## config.mk

```make
export PLATFORM = sky130hd
export DESIGN_NAME = multiport_reg_file_flat
export DESIGN_NICKNAME = d
export VERILOG_FILES = /design/src/rtl/regfile_pkg.sv /design/src/rtl/multiport_reg_file_if.sv /design/src/rtl/regfile_scoreboard.sv /design/src/rtl/multiport_reg_file.sv /design/src/flat_wrapper.sv
export SDC_FILE = /design/constraint.sdc
export NUM_CORES = 1
export LEC_CHECK = 0
export ABC_AREA = 0
export CORE_MARGIN = 2
export CORE_UTILIZATION = 53
export DETAILED_ROUTE_END_ITERATION = 16
export PLACE_DENSITY_LB_ADDON = 0.12
export SLEW_MARGIN = 20
export SYNTH_ARGS = -nofsm -noshare
export SYNTH_HDL_FRONTEND = slang
export SYNTH_SLANG_ARGS = --single-unit
```

## constraint.sdc

```tcl
create_clock -name clock -period 10.01 [get_ports clock]
set_input_delay 3.003 -clock clock [delete_from_list [all_inputs] [get_ports clock]]
set_output_delay 3.003 -clock clock [all_outputs]
set_load 0.05 [all_outputs]
```

## src/rtl/regfile_pkg.sv

```systemverilog
// Shared types and constants for multiport_reg_file.
//   rf_state_e  : sweep/operation state (RF_CLEAR, RF_READY)
//   RF_DATA_W   : default register width
//   RF_DEPTH    : default register count
//   rd_lsb()    : LSB of read port i inside a packed per-port bus
package regfile_pkg;

  localparam int unsigned RF_DATA_W = 32;
  localparam int unsigned RF_DEPTH  = 32;

  typedef enum logic [0:0] {
    RF_CLEAR = 1'b0,
    RF_READY = 1'b1
  } rf_state_e;

  // Port i occupies [i*width +: width] of a packed multi-port bus.
  function automatic int unsigned rd_lsb(input int unsigned port, input int unsigned width);
    return port * width;
  endfunction

endpackage

```

## src/rtl/multiport_reg_file_if.sv

```systemverilog
// Register-file bus: read ports, write port, issue (scoreboard set) port and status.
//   clear_req  : restart the clear sweep
//   ready      : sweep done, file accepts writes
//   rd_addr    : NUM_RD packed read addresses
//   rd_data    : NUM_RD packed read data (combinational)
//   rd_busy    : scoreboard bit per read address
//   wr_en/wr_addr/wr_data : write port
//   issue_en/issue_addr   : mark a register busy
//   busy       : full scoreboard vector
// master = requester (decode/writeback/issue), slave = register file.
interface multiport_reg_file_if
  import regfile_pkg::*;
#(
  parameter int unsigned DATA_W = RF_DATA_W,
  parameter int unsigned DEPTH  = RF_DEPTH,
  parameter int unsigned NUM_RD = 2
);
  localparam int unsigned ADDR_W = $clog2(DEPTH);

  logic                       clear_req;
  logic                       ready;
  logic [NUM_RD*ADDR_W-1:0]   rd_addr;
  logic [NUM_RD*DATA_W-1:0]   rd_data;
  logic [NUM_RD-1:0]          rd_busy;
  logic                       wr_en;
  logic [ADDR_W-1:0]          wr_addr;
  logic [DATA_W-1:0]          wr_data;
  logic                       issue_en;
  logic [ADDR_W-1:0]          issue_addr;
  logic [DEPTH-1:0]           busy;

  modport master (
    output clear_req, rd_addr, wr_en, wr_addr, wr_data, issue_en, issue_addr,
    input  ready, rd_data, rd_busy, busy
  );

  modport slave (
    input  clear_req, rd_addr, wr_en, wr_addr, wr_data, issue_en, issue_addr,
    output ready, rd_data, rd_busy, busy
  );

endinterface

```

## src/rtl/regfile_scoreboard.sv

```systemverilog
// Per-register busy scoreboard. Priority: flush > set (issue) > clear (write).
//   clock, reset : clock, async active-high reset (clears all busy bits)
//   flush_i      : clear every busy bit on the next edge
//   set_en_i/set_addr_i : mark a register busy
//   clr_en_i/clr_addr_i : mark a register no longer busy
//   rd_addr_i    : packed read addresses for the per-port lookup
//   busy_o       : full busy vector
//   rd_busy_o    : busy bit of each read address
module regfile_scoreboard
  import regfile_pkg::*;
#(
  parameter int unsigned DEPTH  = RF_DEPTH,
  parameter int unsigned NUM_RD = 2,
  parameter int unsigned ADDR_W = $clog2(DEPTH)
) (
  input  logic                     clock,
  input  logic                     reset,
  input  logic                     flush_i,
  input  logic                     set_en_i,
  input  logic [ADDR_W-1:0]        set_addr_i,
  input  logic                     clr_en_i,
  input  logic [ADDR_W-1:0]        clr_addr_i,
  input  logic [NUM_RD*ADDR_W-1:0] rd_addr_i,
  output logic [DEPTH-1:0]         busy_o,
  output logic [NUM_RD-1:0]        rd_busy_o
);

  logic [DEPTH-1:0] busy_q, busy_d;

  always_comb begin
    busy_d = busy_q;
    if (clr_en_i) busy_d[clr_addr_i] = 1'b0;
    if (set_en_i) busy_d[set_addr_i] = 1'b1;
    if (flush_i)  busy_d = '0;
  end

  always_ff @(posedge clock or posedge reset) begin
    if (reset) busy_q <= '0;
    else       busy_q <= busy_d;
  end

  assign busy_o = busy_q;

  for (genvar i = 0; i < NUM_RD; i++) begin : g_lookup
    assign rd_busy_o[i] = busy_q[rd_addr_i[rd_lsb(i, ADDR_W) +: ADDR_W]];
  end

endmodule

```

## src/rtl/multiport_reg_file.sv

```systemverilog
// Multi-read, single-write register file with a hardware clear sweep and busy scoreboard.
//   clock : single clock, rising edge
//   reset : async active-high; enters the clear sweep, flushes the scoreboard
//   bus   : multiport_reg_file_if.slave (read/write/issue ports and status)
// Optional feature: define REGFILE_BYPASS_EN for same-cycle write-through to the read ports.
// Storage is not reset; the sweep writes zero to every entry before ready rises.
module multiport_reg_file
  import regfile_pkg::*;
#(
  parameter int unsigned DATA_W   = RF_DATA_W,
  parameter int unsigned DEPTH    = RF_DEPTH,
  parameter int unsigned NUM_RD   = 2,
  parameter bit          ZERO_REG = 1'b1
) (
  input logic                  clock,
  input logic                  reset,
  multiport_reg_file_if.slave  bus
);

  localparam int unsigned ADDR_W = $clog2(DEPTH);
  localparam logic [ADDR_W-1:0] LastAddr = ADDR_W'(DEPTH - 1);

  rf_state_e         state_q, state_d;
  logic [ADDR_W-1:0] ptr_q, ptr_d;
  logic              sweep_we;
  logic              ready;
  logic              user_we;
  logic              issue_ok;
  logic [NUM_RD-1:0] sb_rd_busy;
  logic [DATA_W-1:0] mem_q [DEPTH];

  assign ready = (state_q == RF_READY);

  always_comb begin
    state_d  = state_q;
    ptr_d    = ptr_q;
    sweep_we = 1'b0;
    if (bus.clear_req) begin
      state_d = RF_CLEAR;
      ptr_d   = '0;
    end else if (state_q == RF_CLEAR) begin
      sweep_we = 1'b1;
      ptr_d    = ptr_q + 1'b1;
      if (ptr_q == LastAddr) state_d = RF_READY;
    end
  end

  always_ff @(posedge clock or posedge reset) begin
    if (reset) begin
      state_q <= RF_CLEAR;
      ptr_q   <= '0;
    end else begin
      state_q <= state_d;
      ptr_q   <= ptr_d;
    end
  end

  // Writes and issues only land in READY and are discarded by a same-cycle clear_req.
  assign user_we  = ready && bus.wr_en && !bus.clear_req &&
                    !(ZERO_REG && bus.wr_addr == '0);
  assign issue_ok = ready && bus.issue_en && !(ZERO_REG && bus.issue_addr == '0);

  always_ff @(posedge clock) begin
    if (sweep_we)     mem_q[ptr_q]       <= '0;
    else if (user_we) mem_q[bus.wr_addr] <= bus.wr_data;
  end

  regfile_scoreboard #(
    .DEPTH  (DEPTH),
    .NUM_RD (NUM_RD),
    .ADDR_W (ADDR_W)
  ) u_scoreboard (
    .clock      (clock),
    .reset      (reset),
    .flush_i    (bus.clear_req),
    .set_en_i   (issue_ok),
    .set_addr_i (bus.issue_addr),
    .clr_en_i   (ready && bus.wr_en),
    .clr_addr_i (bus.wr_addr),
    .rd_addr_i  (bus.rd_addr),
    .busy_o     (bus.busy),
    .rd_busy_o  (sb_rd_busy)
  );

  assign bus.ready = ready;

  for (genvar i = 0; i < NUM_RD; i++) begin : g_rd
    logic [ADDR_W-1:0] addr;
    logic [DATA_W-1:0] data;
    logic              busy_bit;

    assign addr = bus.rd_addr[rd_lsb(i, ADDR_W) +: ADDR_W];

    always_comb begin
      data     = mem_q[addr];
      busy_bit = sb_rd_busy[i];
`ifdef REGFILE_BYPASS_EN
      if (ready && bus.wr_en && bus.wr_addr == addr) begin
        data     = bus.wr_data;
        busy_bit = issue_ok && bus.issue_addr == addr;
      end
`endif
      // Sweep and hard-wired zero register override everything, bypass included.
      if (!ready || (ZERO_REG && addr == '0)) begin
        data     = '0;
        busy_bit = 1'b0;
      end
    end

    assign bus.rd_data[rd_lsb(i, DATA_W) +: DATA_W] = data;
    assign bus.rd_busy[i] = busy_bit;
  end

endmodule

```

## src/flat_wrapper.sv

```systemverilog
// flat-port wrapper written by rule: the top's interface ports become plain ports
module multiport_reg_file_flat import regfile_pkg::*;
#(
  parameter int unsigned DATA_W   = RF_DATA_W,
  parameter int unsigned DEPTH    = RF_DEPTH,
  parameter int unsigned NUM_RD   = 2,
  parameter bit          ZERO_REG = 1'b1
)
  (clock, reset, bus_clear_req, bus_rd_addr, bus_wr_en, bus_wr_addr, bus_wr_data, bus_issue_en, bus_issue_addr, bus_ready, bus_rd_data, bus_rd_busy, bus_busy);
  multiport_reg_file_if #(.DATA_W(DATA_W), .DEPTH(DEPTH), .NUM_RD(NUM_RD)) bus_i ();
  input logic clock;
  input logic reset;
  input wire logic [$bits(bus_i.clear_req)-1:0] bus_clear_req;
  input wire logic [$bits(bus_i.rd_addr)-1:0] bus_rd_addr;
  input wire logic [$bits(bus_i.wr_en)-1:0] bus_wr_en;
  input wire logic [$bits(bus_i.wr_addr)-1:0] bus_wr_addr;
  input wire logic [$bits(bus_i.wr_data)-1:0] bus_wr_data;
  input wire logic [$bits(bus_i.issue_en)-1:0] bus_issue_en;
  input wire logic [$bits(bus_i.issue_addr)-1:0] bus_issue_addr;
  output wire logic [$bits(bus_i.ready)-1:0] bus_ready;
  output wire logic [$bits(bus_i.rd_data)-1:0] bus_rd_data;
  output wire logic [$bits(bus_i.rd_busy)-1:0] bus_rd_busy;
  output wire logic [$bits(bus_i.busy)-1:0] bus_busy;
  assign bus_i.clear_req = bus_clear_req;
  assign bus_i.rd_addr = bus_rd_addr;
  assign bus_i.wr_en = bus_wr_en;
  assign bus_i.wr_addr = bus_wr_addr;
  assign bus_i.wr_data = bus_wr_data;
  assign bus_i.issue_en = bus_issue_en;
  assign bus_i.issue_addr = bus_issue_addr;
  assign bus_ready = bus_i.ready;
  assign bus_rd_data = bus_i.rd_data;
  assign bus_rd_busy = bus_i.rd_busy;
  assign bus_busy = bus_i.busy;
  multiport_reg_file #(.DATA_W(DATA_W), .DEPTH(DEPTH), .NUM_RD(NUM_RD), .ZERO_REG(ZERO_REG)) u_core (.clock(clock), .reset(reset), .bus(bus_i));
endmodule
```

* Word level (Yosys, flattened, before mapping)
Memory sizes are Yosys's and may differ from the RTL's.
Cells that the tools add are included.
** Storage, ports and cells
- Register bits after elaboration :: 38
- Bits in latches :: 0
- RAM bits :: 1024
- ROM bits :: 0
- Input bits :: 57
- Output and inout bits :: 99
- Word-level logic and storage cells :: 64
- Memories :: 1
** Memories
- u_core.mem_q :: depth 32, width 32, read ports 2, clocked after memory_dff 0, write ports 1, RTL line multiport_reg_file.sv:30 : logic [DATA_W-1:0] mem_q [DEPTH];
** Cells by class
- Add/subtract/negate cells :: 1
- Multiply operators :: 0
- Div/mod/pow operators :: 0
- Magnitude comparators :: 6
- Equality and inequality tests :: 2
- Shift operators :: 0
- Mux-type cells :: 30
- Bitwise logic cells :: 3
- Reduce and logical (&&, ||, !) cells :: 18
** Operators with widths (count)
- 32-bit 2-to-1 mux :: 6
- 32-bit AND :: 1
- 32-bit inverter :: 1
- 32-bit OR :: 1
- 32-bit OR reduction :: 1
- 5-bit by 6-bit < comparator with 1-bit output (second input constant) :: 4
- 5-bit zero test :: 4
- 1-bit 2-to-1 mux :: 17
- 5-bit 2-to-1 mux :: 3
- 1-bit binary-select mux with 5-bit select :: 2
- 1-bit demux with 5-bit select :: 2
- 5-bit by 1-bit greater-or-equal comparator with 1-bit output (second input constant) :: 2
- 1-bit logical AND :: 7
- 5-bit by 1-bit adder with 5-bit output (second input constant) :: 1
- 5-bit == test (second input constant) :: 1
- 1-bit zero test :: 4
- 1-bit logical OR :: 2
- 2-bit inequality test (second input constant) :: 1

* Logic depth before layout (Yosys ltp)
- Word-level depth :: 10
- Mapped depth :: 9
- Depth with buffers taken out :: 5

* Cells and area by module
From an unflattened synthesis, not the netlist that was laid out.
** Unflattened totals
- Cell total of the unflattened synthesis :: 2830
- Area, all modules :: 50612.3 um2
** By module, submodules not included
- multiport_reg_file :: times used 1, cells each 2584, area an instance 48514.0 um2, sequential area each 30899.6 um2
- regfile_scoreboard :: times used 1, cells each 246, area an instance 2098.3 um2, sequential area each 800.8 um2

* Least setup slack after synthesis
OpenSTA, ideal clock, no wires.
- Path kind :: input to output
- Start point :: in bus_rd_addr[5]
- End point :: out bus_rd_data[42]
- Arrival :: 4665 ps
- Required time :: 7007 ps
- Slack :: 2342 ps
- Stages on the path :: 6
- Buffers on the path :: 3
- Cells stage by stage :: buf_6 > buf_6 > buf_2 > mux4_2 > nand3_1 > nand4_1
** On the way
- Word-level cells in the longest chain between the ends :: 3
- Elaborated cells between the ends (all ways) :: 4
- Those cells by class :: mux (1); reduce/logical (2); memory (1)
** Ends and longest elaborated chain
- from (decl) :: RTL line flat_wrapper.sv:14 : input wire logic [$bits(bus_i.rd_addr)-1:0] bus_rd_addr;
- parallel branches: the longest is 2 deep, another holds memory read 32 x 32 bit
- 32-bit 2-to-1 mux (*) :: RTL line multiport_reg_file.sv:104 : if (!ready || (ZERO_REG && addr == '0)) begin
- to (decl) :: RTL line flat_wrapper.sv:21 : output wire logic [$bits(bus_i.rd_data)-1:0] bus_rd_data;
Every way passes the cells marked *.

* Final worst setup path
- Start point :: in bus_rd_addr[9]
- End point :: out bus_rd_data[59]
Same word-level chain as after synthesis.

==> results.toml <==
[global_route]
grt_pass1_vias = 32720
grt_pass1_wl_mm = 236.5
overflow = 0
grt_start_max_net_pins = 78
antenna_found_initial = 4
grt_use_total = 0.3416

[setup_path]
crit_required_ns = 7.01
criticalPathCategory = "in2out"
crit_fanout = 15
start_kind = "primary input"
cp-end-kind = "primary output"
cp.arrival_ns = 6.13

[floorplan]
die-area_mm2 = 0.09776
io_pins = 156
start_util = 0.5330
core_mm2 = 0.09473
die_y_um = 312.7
fp.dieW_um = 312.7
fp-row-count = 113

[sta]
maxSlewViolCount = 0
fin_crit_ns = 9.129
fin_ws_ns = 0.8813
setup_viol_count_final = 0
fin_tns_setup_ns = 0
rsz0062_at_grt = "no"
hold_viol_final = 0
fin_skew_ns = 0.02527
whs_ns = 0.6139
worst_slew_pin_slew_ns = 1.207
fmax_mhz = 109.5
min_period_over_period = 0.9120
max_slew_margin = 0.1920

[synth]
seq_area_frac_synth = 0.6278
yosys_warnings = 0
synthFlopType = "edfxtp_1"
syn_avg_cell_area_um2 = 16.11
syn_nets = 3193
yosys.area.top_type = "edfxtp_1"
ys_types = 54
ys_seq_elements = 1062
synthCells = 3134
netlist_area_mm2 = 0.05049
synth_top_cell_area_share = 0.6090
ys_async_sr_fraction = 0.03578
synth.area.top_cells = "edfxtp_1 61%, mux4_2 11%, mux2i_1 11%"
synth_enable_flop_cells = 1024

[pwr]
intPower_uw = 7407
combPwrFrac = 0.058
pwr-share-seq = 0.512
p_leak_uw = 0.01822
switching_share = 0.2175
irDropWorstVdd_mv = 0.1379
clock_power_share = 0.430
p_switching_uw = 2059
power_density_mw_per_mm2 = 165.3

[routing]
drt_first_pass_iters = 6
remaining_drc_errors = 0
ant_nets = 0
wire_per_inst_um = 36.52
routed_wl_mm = 169.4
viasPerCell = 7.220
drt_iter0_drc = 4666
num_vias = 33490

[place]
place.port_buffers = 155
routabilityCongestion = 0.8961
dp_cells = 4439
place_ws_ns = 0.9689
hpwl_mm = 95.31
place_area_mm2 = 0.05371

[cts]
cts_buffers = 110
clock_tree.buffer_depth = 3
tritoncts = "yes"
clk_pin_slew_worst_paths_ns = 0.06
insertion_delay_ns = 0.71
cts_root_buffer = "clkbuf_16"
htreeDepth = 3
clock_sinks = 1062
hold_buffers = 0
cts_resized = 0
cts_setup_buffers = 0

[run]
maxCapViolCount = 0

[hold_path]
hp-class = "reg2reg"

[final_layout]
final_common_cell = "edfxtp_1"
fill_cells = 7023
area_growth_pct = 13.38
fin_cells = 4639
nets = 3345
final_cell_mix = "1,024 x edfxtp_1, 540 x mux2i_1, 254 x mux4_2"
drive_above_1_share = 0.1913
regArea_mm2 = 0.03170
stdcell_area_mm2 = 0.05725
multiInputGateArea_mm2 = 0.01771

[run_status]
outcome = "finished, final reports clean"
-- synthesized netlist by cell type, types with 6 or more instances --
| cell | count |
|---|---|
| nand2_1 | 147 |
| a22oi_1 | 203 |
| edfxtp_1 | 1024 |
| a21oi_1 | 101 |
| nor3_1 | 24 |
| mux4_2 | 254 |
| buf_6 | 23 |
| nand4_1 | 68 |
| buf_4 | 48 |
| and2_1 | 37 |
| o21ai_0 | 33 |
| nor2_1 | 38 |
| nor2b_1 | 10 |
| mux2i_1 | 541 |
| nand3_1 | 160 |
| mux4_1 | 6 |
| clkbuf_1 | 69 |
| a22o_1 | 63 |
| dfrtp_1 | 38 |
| buf_2 | 106 |
| a31oi_1 | 65 |
| nor3b_1 | 7 |
| buf_1 | 9 |
-- registers in the layout, summed over array words and instances, names as in the netlist --
| register | flops |
|---|---|
| u_core.mem_q | 1024 |
| u_core.u_scoreboard.busy_o | 32 |
| u_core.ptr_q | 5 |
| u_core.bus.ready | 1 |
-- layout make-up --
cell class,count,area share
timing repair buffer,295,0.04712
antenna,7,0.0003060
tap,1265,0.02765
inverter,5,0.0003278
sequential,1062,0.5537
multi-input combinational,1812,0.3094
clock inverter,57,0.01018
clock buffer,136,0.05127
-- kinds of logic after synthesis --
logic type | after synthesis | share of synthesized area
simple gates | 529 | 0.05385
mux | 802 | 0.2239
fa+ha+maj | 2 | 0.0004955
compound gates | 477 | 0.06467
xor+xnor | 2 | 0.0003470
flops | 1062 | 0.6278
buf+inv | 260 | 0.02894
-- through the flow --
step	power, uW	utilization
after global routing	9670	0.6042
final	9466	0.6044
after global placement	5469	0.5670
after CTS	9470	0.6041
after floorplan	5279	-
after detailed placement	5478	0.5670
-- power groups by stage --
stage	Clock, uW	Sequential [uW]	Combinational [uW]
finish	4070	4850	552
global route	4260	4850	561
CTS	4080	4850	539
detailed placement	0	4940	538
global placement	0	4940	532
floorplan	0	4930	345
-- layer usage --
layer	track usage	share of wire	vias to the layer above
met1	0.4628	0.37	17440
met5	0	0.000077	-
met2	0.5371	0.47	2422
met4	0.1395	0.044	2
li1	-	-	13190
met3	0.08072	0.12	445
-- final timing paths --
kind / startpoint / endpoint / slack, ns / cells past startpoint
min in group asynchronous: reset / u_core.u_scoreboard.busy_o[1] / 2.73 / 3
worst max register to register: u_core.bus.ready / u_core.mem_q[7][19] / 6.27 / 6
max in group asynchronous: reset / u_core.u_scoreboard.busy_o[20] / 6.92 / 3
worst max-delay path: bus_rd_addr[9] / bus_rd_data[59] / 0.88 / 7
worst min-delay path: u_core.u_scoreboard.busy_o[11] / u_core.u_scoreboard.busy_o[11] / 0.61 / 2
worst min register to register: u_core.u_scoreboard.busy_o[11] / u_core.u_scoreboard.busy_o[11] / 0.61 / 2
-- critical path: stages --
cell             delay, ns
clkdlybuf4s50_1       0.55
and4b_2               0.90
buf_4                 0.37
a22o_1                0.20
a31oi_1               0.05
nand4_1               0.15
clkdlybuf4s50_1       0.83
(Power assumes the default switching activity.)
